## config.mk

```make
export PLATFORM = sky130hd
export DESIGN_NAME = neander_control
export DESIGN_NICKNAME = d
export VERILOG_FILES = /design/src/rtl/neander_pkg.sv /design/src/rtl/neander_mem_timer.sv /design/src/rtl/neander_control.sv
export SDC_FILE = /design/constraint.sdc
export NUM_CORES = 1
export LEC_CHECK = 0
export CAP_MARGIN = 20
export CORE_MARGIN = 1
export CORE_UTILIZATION = 48
export CTS_BUF_LIST = sky130_fd_sc_hd__clkbuf_8 sky130_fd_sc_hd__clkbuf_16
export DETAILED_ROUTE_END_ITERATION = 8
export HOLD_SLACK_MARGIN = 0.05
export PLACE_DENSITY = 0.82
export RECOVER_POWER = 25
export SETUP_SLACK_MARGIN = 0.5
export SLEW_MARGIN = 20
export SYNTH_ARGS = -nofsm -noshare
export SYNTH_HDL_FRONTEND = slang
export SYNTH_SLANG_ARGS = --single-unit
```

## constraint.sdc

```tcl
create_clock -name clk -period 3.2 [get_ports clk]
set_input_delay 0.96 -clock clk [delete_from_list [all_inputs] [get_ports clk]]
set_output_delay 0.96 -clock clk [all_outputs]
set_load 0.01 [all_outputs]
```

## src/rtl/neander_pkg.sv

```systemverilog
// neander_pkg: opcodes, ALU selects, FSM states and control word for the Neander control unit
package neander_pkg;
  localparam logic [3:0] OP_NOP = 4'h0;
  localparam logic [3:0] OP_STA = 4'h1;
  localparam logic [3:0] OP_LDA = 4'h2;
  localparam logic [3:0] OP_ADD = 4'h3;
  localparam logic [3:0] OP_OR  = 4'h4;
  localparam logic [3:0] OP_AND = 4'h5;
  localparam logic [3:0] OP_NOT = 4'h6;
  localparam logic [3:0] OP_JMP = 4'h8;
  localparam logic [3:0] OP_JN  = 4'h9;
  localparam logic [3:0] OP_JZ  = 4'hA;
  localparam logic [3:0] OP_HLT = 4'hF;

  localparam logic [1:0] ULA_ADD = 2'b00;
  localparam logic [1:0] ULA_AND = 2'b01;
  localparam logic [1:0] ULA_OR  = 2'b10;
  localparam logic [1:0] ULA_NOT = 2'b11;

  typedef enum logic [3:0] {
    S_FETCH_ADDR,
    S_FETCH_READ,
    S_FETCH_LOAD,
    S_DECODE,
    S_OP_READ,
    S_OP_PTR,
    S_DATA_READ,
    S_EXEC,
    S_HALT
  } state_t;

  typedef struct packed {
    logic [1:0] sula;
    logic       ssel_ac;
    logic       ssel_rem;
    logic       scarga_ac;
    logic       scarga_nz;
    logic       scarga_pc;
    logic       sinc_pc;
    logic       scarga_ri;
    logic       scarga_rem;
    logic       smem_read;
    logic       smem_write;
    logic       shalt;
  } ctrl_t;

  function automatic logic is_jump(input logic [3:0] op);
    return (op == OP_JMP) || (op == OP_JN) || (op == OP_JZ);
  endfunction

  // Conditional jumps only fetch their operand when the branch is taken
  function automatic logic takes_operand(input logic [3:0] op, input logic n, input logic z);
    return (op inside {OP_STA, OP_LDA, OP_ADD, OP_OR, OP_AND, OP_JMP}) ||
           ((op == OP_JN) && n) || ((op == OP_JZ) && z);
  endfunction

  function automatic logic [1:0] alu_sel(input logic [3:0] op);
    return (op == OP_AND) ? ULA_AND : (op == OP_OR) ? ULA_OR : ULA_ADD;
  endfunction
endpackage

```

## src/rtl/neander_mem_timer.sv

```systemverilog
// neander_mem_timer: read-done pulse generator shared by every memory access state
module neander_mem_timer #(
  parameter int LIM = 0
) (
  input  logic clk,
  input  logic rst,
  input  logic i_busy,
  input  logic i_ready,
  output logic o_done
);
  logic [1:0] r_cnt;

  assign o_done = i_busy && i_ready && (r_cnt == 2'(LIM));

  // Count cycles spent in the current access, saturating at the limit, cleared between accesses
  always_ff @(posedge clk or posedge rst) begin
    if (rst) r_cnt <= '0;
    else r_cnt <= (!i_busy || o_done) ? '0 : ((r_cnt == 2'(LIM)) ? r_cnt : r_cnt + 2'd1);
  end
endmodule

```

## src/rtl/neander_control.sv

```systemverilog
// neander_control: Neander CPU sequencer; define NEANDER_WAIT_EN for emem_ready handshaking
module neander_control
  import neander_pkg::*;
#(
  parameter int MEM_LAT = 1
) (
  input  logic       clk,
  input  logic       rst,
`ifdef NEANDER_WAIT_EN
  input  logic       emem_ready,
`endif
  input  logic [3:0] eopcode,
  input  logic       en,
  input  logic       ez,
  output logic [1:0] sula,
  output logic       ssel_ac,
  output logic       ssel_rem,
  output logic       scarga_ac,
  output logic       scarga_nz,
  output logic       scarga_pc,
  output logic       sinc_pc,
  output logic       scarga_ri,
  output logic       scarga_rem,
  output logic       smem_read,
  output logic       smem_write,
  output logic       shalt
);
  state_t r_state, w_next;
  ctrl_t  w_cw;
  logic   w_busy, w_done, w_ready, w_wr_hold;

`ifdef NEANDER_WAIT_EN
  localparam int TLIM = 0;
  assign w_ready   = emem_ready;
  assign w_wr_hold = (r_state == S_EXEC) && (eopcode == OP_STA);
`else
  localparam int TLIM = MEM_LAT - 1;
  assign w_ready   = 1'b1;
  assign w_wr_hold = 1'b0;
`endif

  assign w_busy = (r_state inside {S_FETCH_READ, S_OP_READ, S_DATA_READ}) || w_wr_hold;

  neander_mem_timer #(.LIM(TLIM)) u_timer (
    .clk    (clk),
    .rst    (rst),
    .i_busy (w_busy),
    .i_ready(w_ready),
    .o_done (w_done)
  );

  // Outputs are forced low while reset is held so an aborted write never reaches memory
  assign {sula, ssel_ac, ssel_rem, scarga_ac, scarga_nz, scarga_pc, sinc_pc,
          scarga_ri, scarga_rem, smem_read, smem_write, shalt} = rst ? '0 : w_cw;

  // State register
  always_ff @(posedge clk or posedge rst) begin
    if (rst) r_state <= S_FETCH_ADDR;
    else r_state <= w_next;
  end

  // Next-state and control word; opcode comes from RI, which is stable for the whole instruction
  always_comb begin
    w_next = r_state;
    w_cw   = '0;
    case (r_state)
      S_FETCH_ADDR: begin
        w_cw.scarga_rem = 1'b1;
        w_next = S_FETCH_READ;
      end
      S_FETCH_READ: begin
        w_cw.smem_read = 1'b1;
        w_cw.sinc_pc   = w_done;
        w_next = w_done ? S_FETCH_LOAD : S_FETCH_READ;
      end
      S_FETCH_LOAD: begin
        w_cw.scarga_ri = 1'b1;
        w_next = S_DECODE;
      end
      S_DECODE: begin
        if (eopcode == OP_HLT) begin
          w_next = S_HALT;
        end else if (eopcode == OP_NOT) begin
          w_cw.sula      = ULA_NOT;
          w_cw.scarga_ac = 1'b1;
          w_cw.scarga_nz = 1'b1;
          w_next = S_FETCH_ADDR;
        end else if (takes_operand(eopcode, en, ez)) begin
          w_cw.scarga_rem = 1'b1;
          w_next = S_OP_READ;
        end else begin
          w_cw.sinc_pc = is_jump(eopcode);
          w_next = S_FETCH_ADDR;
        end
      end
      S_OP_READ: begin
        w_cw.smem_read = 1'b1;
        w_cw.sinc_pc   = w_done;
        w_next = w_done ? S_OP_PTR : S_OP_READ;
      end
      S_OP_PTR: begin
        w_cw.scarga_pc  = is_jump(eopcode);
        w_cw.scarga_rem = !is_jump(eopcode);
        w_cw.ssel_rem   = !is_jump(eopcode);
        w_next = is_jump(eopcode) ? S_FETCH_ADDR : (eopcode == OP_STA) ? S_EXEC : S_DATA_READ;
      end
      S_DATA_READ: begin
        w_cw.smem_read = 1'b1;
        w_next = w_done ? S_EXEC : S_DATA_READ;
      end
      S_EXEC: begin
        w_cw.smem_write = (eopcode == OP_STA);
        w_cw.ssel_ac    = (eopcode == OP_LDA);
        w_cw.scarga_ac  = (eopcode != OP_STA);
        w_cw.scarga_nz  = (eopcode != OP_STA);
        w_cw.sula       = alu_sel(eopcode);
        w_next = (w_wr_hold && !w_done) ? S_EXEC : S_FETCH_ADDR;
      end
      S_HALT: begin
        w_cw.shalt = 1'b1;
      end
      default: w_next = S_FETCH_ADDR;
    endcase
  end
endmodule

```

# Yosys cells after proc, flatten, opt, wreduce, memory -nomap -nowiden
# Cells that the tools add are included.
dict set report word_totals {
  reg_bits 6
  latchBits 0
  mem_bits_rw 0
  romBits 0
  elab_cells 72
  mem_count 0
}
dict set report classes {
  n_addsub 1
  mul 0
  n_div 0
  magnitude_cmp 0
  n_eq_ne 20
  shifts 0
  muxes 33
  bitwise_logic 0
  reduce_logical 16
}
# op n
set ops {}
lappend ops {{$pmux W4 S8} 1}
lappend ops {{$eq A4 B3 Y1 const B} 7}
lappend ops {{$eq A4 B4 Y1 const B} 5}
lappend ops {{$eq A4 B2 Y1 const B} 4}
lappend ops {{$mux W1} 16}
lappend ops {{$mux W2} 7}
lappend ops {{$mux W13} 1}
lappend ops {{$eq A4 B1 Y1 const B} 2}
lappend ops {{$mux W4} 2}
lappend ops {{$pmux W2 S2} 2}
lappend ops {{$mux W3} 2}
lappend ops {{$reduce_bool A6 Y1} 1}
lappend ops {{$logic_or A1 B1 Y1} 5}
lappend ops {{$logic_not A4 Y1} 1}
lappend ops {{$ne A4 B1 Y1 const B} 1}
lappend ops {{$logic_and A1 B1 Y1} 3}
lappend ops {{$pmux W1 S3} 1}
lappend ops {{$reduce_bool A3 Y1} 1}
lappend ops {{$reduce_or A3 Y1} 1}
lappend ops {{$add A2 B1 Y2 const B} 1}
lappend ops {{$logic_not A1 Y1} 2}
lappend ops {{$logic_not A2 Y1} 1}
lappend ops {{$ne A2 B2 Y1 const B} 1}
lappend ops {{$pmux W1 S2} 1}
lappend ops {{$reduce_or A2 Y1} 1}

# Logic depth before layout (Yosys ltp)
dict set report logic_depth {
  ltp_word 9
  depth_mapped 6
  depth_no_buf 6
}

# Cells and area by module
# A second synthesis with hierarchy kept.
dict set report unflattened {
  hier_cells 88
  hier_area_um2 654.4
}
# module n_inst cells_each area_each_um2
set modules_own_cells {}
lappend modules_own_cells {neander_control 1 74 534.3}
lappend modules_own_cells {neander_mem_timer 1 14 120.1}

# Worst setup path before layout
# Ideal clock, no wire load.
dict set report synth_timing {
  path_type {in2out}
  start {in eopcode[2]}
  end {out sinc_pc}
  arrival_time_ns 1.924
  required_ns 2.240
  setup_slack_ns 0.316
  path_stages 5
  path_buffers 1
  cell_sequence {buf_6 > or3_1 > o21ai_1 > nor2_1 > o41ai_2}
}
dict set report synth_between {
  elab_chain_cells 9
  word_cells_on_any_way 22
  classes_between {10 x eq/ne; 5 x mux; 7 x reduce/logical}
}
# item line_no
set synth_lines {}
lappend synth_lines {{start: declaration} neander_control.sv:12} ;# input logic [3:0] eopcode,
lappend synth_lines {{$eq A4 B1 Y1 (tied with other cells)} neander_pkg.sv:53} ;# return (op inside {OP_STA, OP_LDA, OP_ADD, OP_OR, OP_AND, OP_JMP}) ||
lappend synth_lines {{$reduce_bool A6 Y1 or $logic_and A1 B1 Y1 (tied branches)} {neander_pkg.sv:53, neander_pkg.sv:54}}
lappend synth_lines {{$logic_or A1 B1 Y1} neander_pkg.sv:53}
lappend synth_lines {{$logic_or A1 B1 Y1} neander_pkg.sv:54} ;# ((op == OP_JN) && n) || ((op == OP_JZ) && z);
lappend synth_lines {{$mux W1} neander_control.sv:88} ;# end else if (takes_operand(eopcode, en, ez)) begin
lappend synth_lines {{$mux W1} neander_control.sv:83} ;# end else if (eopcode == OP_NOT) begin
lappend synth_lines {{$mux W1 (*)} neander_control.sv:81} ;# if (eopcode == OP_HLT) begin
lappend synth_lines {{$pmux W1 S2 (*)} neander_control.sv:66} ;# case (r_state)
lappend synth_lines {{$mux W13 (*)} neander_control.sv:54} ;# scarga_ri, scarga_rem, smem_read, smem_write, shalt} = rst ? '0 : w_cw;
lappend synth_lines {{end: declaration} neander_control.sv:21} ;# output logic sinc_pc,
# Every way passes the cells marked *; elsewhere a longest branch is shown, timed or not.

# Final worst setup path
dict set report layout_timing {
  start {in eopcode[2]}
  end {out smem_write}
}
dict set report layout_between {
  elab_chain_cells 3
}
# item line_no
set layout_lines {}
lappend layout_lines {{$eq A4 B1 Y1} neander_control.sv:112} ;# w_cw.smem_write = (eopcode == OP_STA);
lappend layout_lines {{$mux W1} neander_control.sv:66}
lappend layout_lines {{$mux W13} neander_control.sv:54}
lappend layout_lines {{end: declaration} neander_control.sv:25} ;# output logic smem_write,
# Every way passes these cells.

==> reports/results.md <==
| Parameter | Value |
|:---|:---|
| Inserted Clock Buffers | 3 |
| Setup repair after global routing missed its margin | true |
| Mean Syn Cell Area | 7.45 sq um |
| Multiplexer fraction of the synthesized cell area | 1.51% |
| Post-Synthesis Net Count | 98 |
| Synth unique cells | 43 |
| Nets | 143 |
| Area share of fa/ha/maj cells after synthesis | 1.89% |
| Quantity of hold-fixing buffers added after cts | 0 |
| Buffer type at the clock tree root | sky130_fd_sc_hd__clkbuf_8 |
| Wire length per cell | 22.9 um |
| Cell count after synthesis | 89 |
| Max-cap violation count | 0 |
| Fraction of final layout cells with drive strength greater than 1 | 56.8% |
| Global-route wire length before repair | 3140 um |
| Area Growth Syn to Fin | 84.9% |
| Synthesized-area fraction occupied by ao, oa, aoi and oai cells | 21.5% |
| Drt first pass iters | 4 |
| Violation count after the first detailed-route iteration | 75 |
| Crit Reg-Reg Endpoint | r_state[3] |
| Final critical-path setup slack | 0.0419 ns |
| Power density relative to cell area | 542 nW/um^2 |
| Placed Cells | 133 |
| Total standard cell area after synthesis | 663 sq um |
| Instance count along the most critical hold path | 2 |
| Status | finished clean |
| # clock sinks | 6 |
| Req. time, crit path | 2.24 ns |
| Clock latency reported for the late side of the worst-skew pair | 0.21 ns |
| Library cell with the largest summed area after synthesis | sky130_fd_sc_hd__dfrtp_1 |
| Top Ports | 21 |
| Global Route Usage Sum | 30.0% |
| Most common cell after layout, fill and taps aside | sky130_fd_sc_hd__buf_4 |
| Floorplan row count | 13 |
| Maximum level of the CTS H-tree | 1 |
| Antenna violations before repair | 0 |
| Die ar. | 1530 sq um |
| R2R setup slack | 1.65 ns |
| Kind of critical path | in2out |
| Buffers added on ports | 20 |
| Min-Delay Startpoint | u_timer.r_cnt[0] |
| Crit-path max FO | 4 |
| RD Place Congestion | 0.810 |
| Clock tree from TritonCTS | yes |
| Cell-by-cell listing of the critical path | buf_6 > buf_6 > buf_6 > buf_6 > buf_6 > nor3_4 > nand3_1 > nor2_1 > buf_2 |
| Final Hold Violating Endpoints | 0 |
| Post-layout total power | 0.665 mW |
| Top cell family by delay on the critical path | buffers and inverters |
| Simple-gate area share of the yosys netlist | 37.4% |
| Most used cell along the critical path | sky130_fd_sc_hd__buf_6 |
| Maximum clock insertion buffer count | 2 |
| Count of endpoints failing setup in the final report | 0 |
| Hold/Removal Path Class | reg2reg |
| Worst-case setup slack after placement | -0.609 ns |
| XOR/XNOR Fraction of Synth Area | 2.64% |
| Number of vias after detailed routing | 1,009 |
| Origin of the critical flop-to-flop path | r_state[0] |
| Worst IR drop on VDD | 0.467 mV |
| Synthesized flop and latch total | 6 |
| Critical Path Start Type | input port |
| Cell leakage power | 0.573 nW |
| Die extent in y | 39.2 um |
| Die width | 39.2 um |
| Post-detailed-route via-to-cell ratio | 6.86 |
| Number of buffers and inverters on the critical path | 6 |
| Reg2reg path depth | 3 |
| Detailed Route WL | 3360 um |
| Final critical-path share of the clock period | 98.7% |
| Fin. max-slew vios | 0 |
| Biggest area contributors in the synthesized netlist | sky130_fd_sc_hd__dfrtp_1 (23%), sky130_fd_sc_hd__nor2_1 (6.2%), sky130_fd_sc_hd__nor3_1 (4.5%), sky130_fd_sc_hd__buf_6 (3.4%), sky130_fd_sc_hd__a21oi_1 (3.0%) |
| Number of global-route vias before repair | 764 |
| Worst Hold End | u_timer.r_cnt[0] |
| Setup total negative slack | 0 ns |
| Core Area | 1280 sq um |
| Max transition margin | 68.8% |
| Final global-route overflow total | 0 |
| Part of the Yosys area used for sequential elements | 22.6% |
| Post-DP HPWL | 1260 um |
| Setup crit end kind | primary output |
| Number of nets with antenna violations after detailed routing | 0 |
| Total of warnings raised by yosys | 0 |
| Largest net degree at the start of global routing | 14 |
| Transition at the pin with the smallest max-transition slack | 0.468 ns |
| Endpoint arrival time on the critical path | 2.20 ns |
| Shortest period the worst path allows | 3.16 ns |
| Delay contributed by the slowest stage of the critical path | 0.19 ns |
| Cell at the slowest stage of the critical path | sky130_fd_sc_hd__buf_2 |
| Commonest cells after routing, fill and taps aside | sky130_fd_sc_hd__buf_4 (17), sky130_fd_sc_hd__buf_6 (15), sky130_fd_sc_hd__buf_2 (11) |
| Number of standard cells in the final layout excluding fillers | 147 |
| Maximum achievable frequency | 317 MHz |
| Effective utilization at floorplan | 51.6% |
| Utilization after layout | 95.4% |
| Number of antenna diodes | 0 |
| # DRC | 0 |
| Largest family of logic cells by synthesized area | simple AND/OR/NAND/NOR gates |
| Maximum clock skew at final layout | 0.00238 ns |
| Area share of the largest cell type after synthesis | 22.6% |
| Clock-pin slew on the worst setup and hold paths | 0.03 ns |
## per-layer routing
| layer | vias to the layer above | wire length, um | track usage, % |
|---|---|---|---|
| li1 | 402 | - | - |
| met4 | 0 | 161 | 14.7 |
| met1 | 478 | 1180 | 34.5 |
| met5 | - | 0 | 0 |
| met3 | 26 | 407 | 1.73 |
| met2 | 103 | 1610 | 55.0 |
## cell usage after synthesis
cell and n:
sky130_fd_sc_hd__a31oi_1 1, sky130_fd_sc_hd__inv_1 5, sky130_fd_sc_hd__a21oi_1 4, sky130_fd_sc_hd__nor4_1 2, sky130_fd_sc_hd__buf_2 2, sky130_fd_sc_hd__nand2b_1 3
sky130_fd_sc_hd__ha_1 1, sky130_fd_sc_hd__nor3b_1 2, sky130_fd_sc_hd__buf_6 2, sky130_fd_sc_hd__and2_1 1, sky130_fd_sc_hd__dfrtp_1 6, sky130_fd_sc_hd__clkbuf_1 2
sky130_fd_sc_hd__or3_1 2, sky130_fd_sc_hd__nand2_1 4, sky130_fd_sc_hd__a41oi_1 1, sky130_fd_sc_hd__a211oi_1 1, sky130_fd_sc_hd__nand3_1 4, sky130_fd_sc_hd__or4_1 1
sky130_fd_sc_hd__nor2b_1 1, sky130_fd_sc_hd__clkbuf_2 1, sky130_fd_sc_hd__or2_2 1, sky130_fd_sc_hd__a2bb2oi_1 1, sky130_fd_sc_hd__a32o_1 1, sky130_fd_sc_hd__a211o_2 1
sky130_fd_sc_hd__mux2i_1 1, sky130_fd_sc_hd__o41ai_2 1, sky130_fd_sc_hd__buf_4 2, sky130_fd_sc_hd__nand2_4 1, sky130_fd_sc_hd__o22ai_1 1, sky130_fd_sc_hd__a211o_1 1
sky130_fd_sc_hd__o21bai_1 1, sky130_fd_sc_hd__xor2_1 1, sky130_fd_sc_hd__o21ai_0 2, sky130_fd_sc_hd__and3_1 3, sky130_fd_sc_hd__and2b_2 2, sky130_fd_sc_hd__nand4b_1 1
sky130_fd_sc_hd__o21ai_1 1, sky130_fd_sc_hd__buf_1 1, sky130_fd_sc_hd__xnor2_1 1, sky130_fd_sc_hd__a22o_1 1, sky130_fd_sc_hd__nor3_1 6, sky130_fd_sc_hd__nor2_1 11
sky130_fd_sc_hd__o22a_1 1
## worst register-to-register path: stages (launching register included)
cell	delay (ns)
sky130_fd_sc_hd__dfrtp_1	0.62
sky130_fd_sc_hd__nand2_1	0.17
sky130_fd_sc_hd__or4_1	0.54
sky130_fd_sc_hd__a21oi_1	0.16
## worst max path at each step
stage                     slack (ns)    endpoint  depth (start not counted)       start
after global placement         -0.56     sinc_pc                          5  eopcode[1]
after detailed placement       -0.61     sinc_pc                          6  eopcode[1]
final                           0.04  smem_write                          9  eopcode[2]
after global routing           -0.06  smem_write                          9  eopcode[2]
after CTS                       0.09     sinc_pc                          6  eopcode[2]
after floorplan                 0.32     sinc_pc                          5  eopcode[2]
## final cells by class
cell class                 count  area (sq um)
sequential                     6           150
clock buffer                   3          41.3
timing repair buffer          50           397
multi-input combinational     68           601
inverter                       5          18.8
tap                           15          18.8
fill                          31          58.8
## where the power goes
group / switching [mW] / internal [mW] / leakage (nW)
sequential: 0.0535 / 0.0958 / 0.0793
combinational: 0.226 / 0.182 / 0.472
clock: 0.0269 / 0.0803 / 0.0216
## kinds of logic (layout without fill, tap and decap cells)
| family | count (synthesis) | count (layout) |
|---|---|---|
| AO/OA/AOI/OAI | 19 | 19 |
| XOR/XNOR | 2 | 2 |
| adder cells (fa/ha/maj) | 1 | 1 |
| buffers and inverters | 15 | 58 |
| flip-flops | 6 | 6 |
| multiplexers | 1 | 1 |
| AND/OR/NAND/NOR | 45 | 45 |
## through the flow
stage	hold WS, ns	area, sq um
floorplan	0.511	667
global placement	0.527	961
detailed placement	0.543	961
CTS	0.550	1150
global route	0.620	1230
finish	0.620	1230
## state kept, by name, indices dropped and copies added, names as in the netlist
register and flops:
r_state 4, u_timer.r_cnt 2
## timing repair
| action | 4_1_cts | 5_1_grt |
|---|---|---|
| endpoints found under the setup margin | 13 | 12 |
| cloned | 0 | 0 |
| pin swaps | 20 | 12 |
| buffers inserted | 9 | 2 |
| gates resized for setup | 99 | 18 |
| hold endpoints to repair | 0 | 0 |
Note: power is estimated with default switching activity, not from simulation.
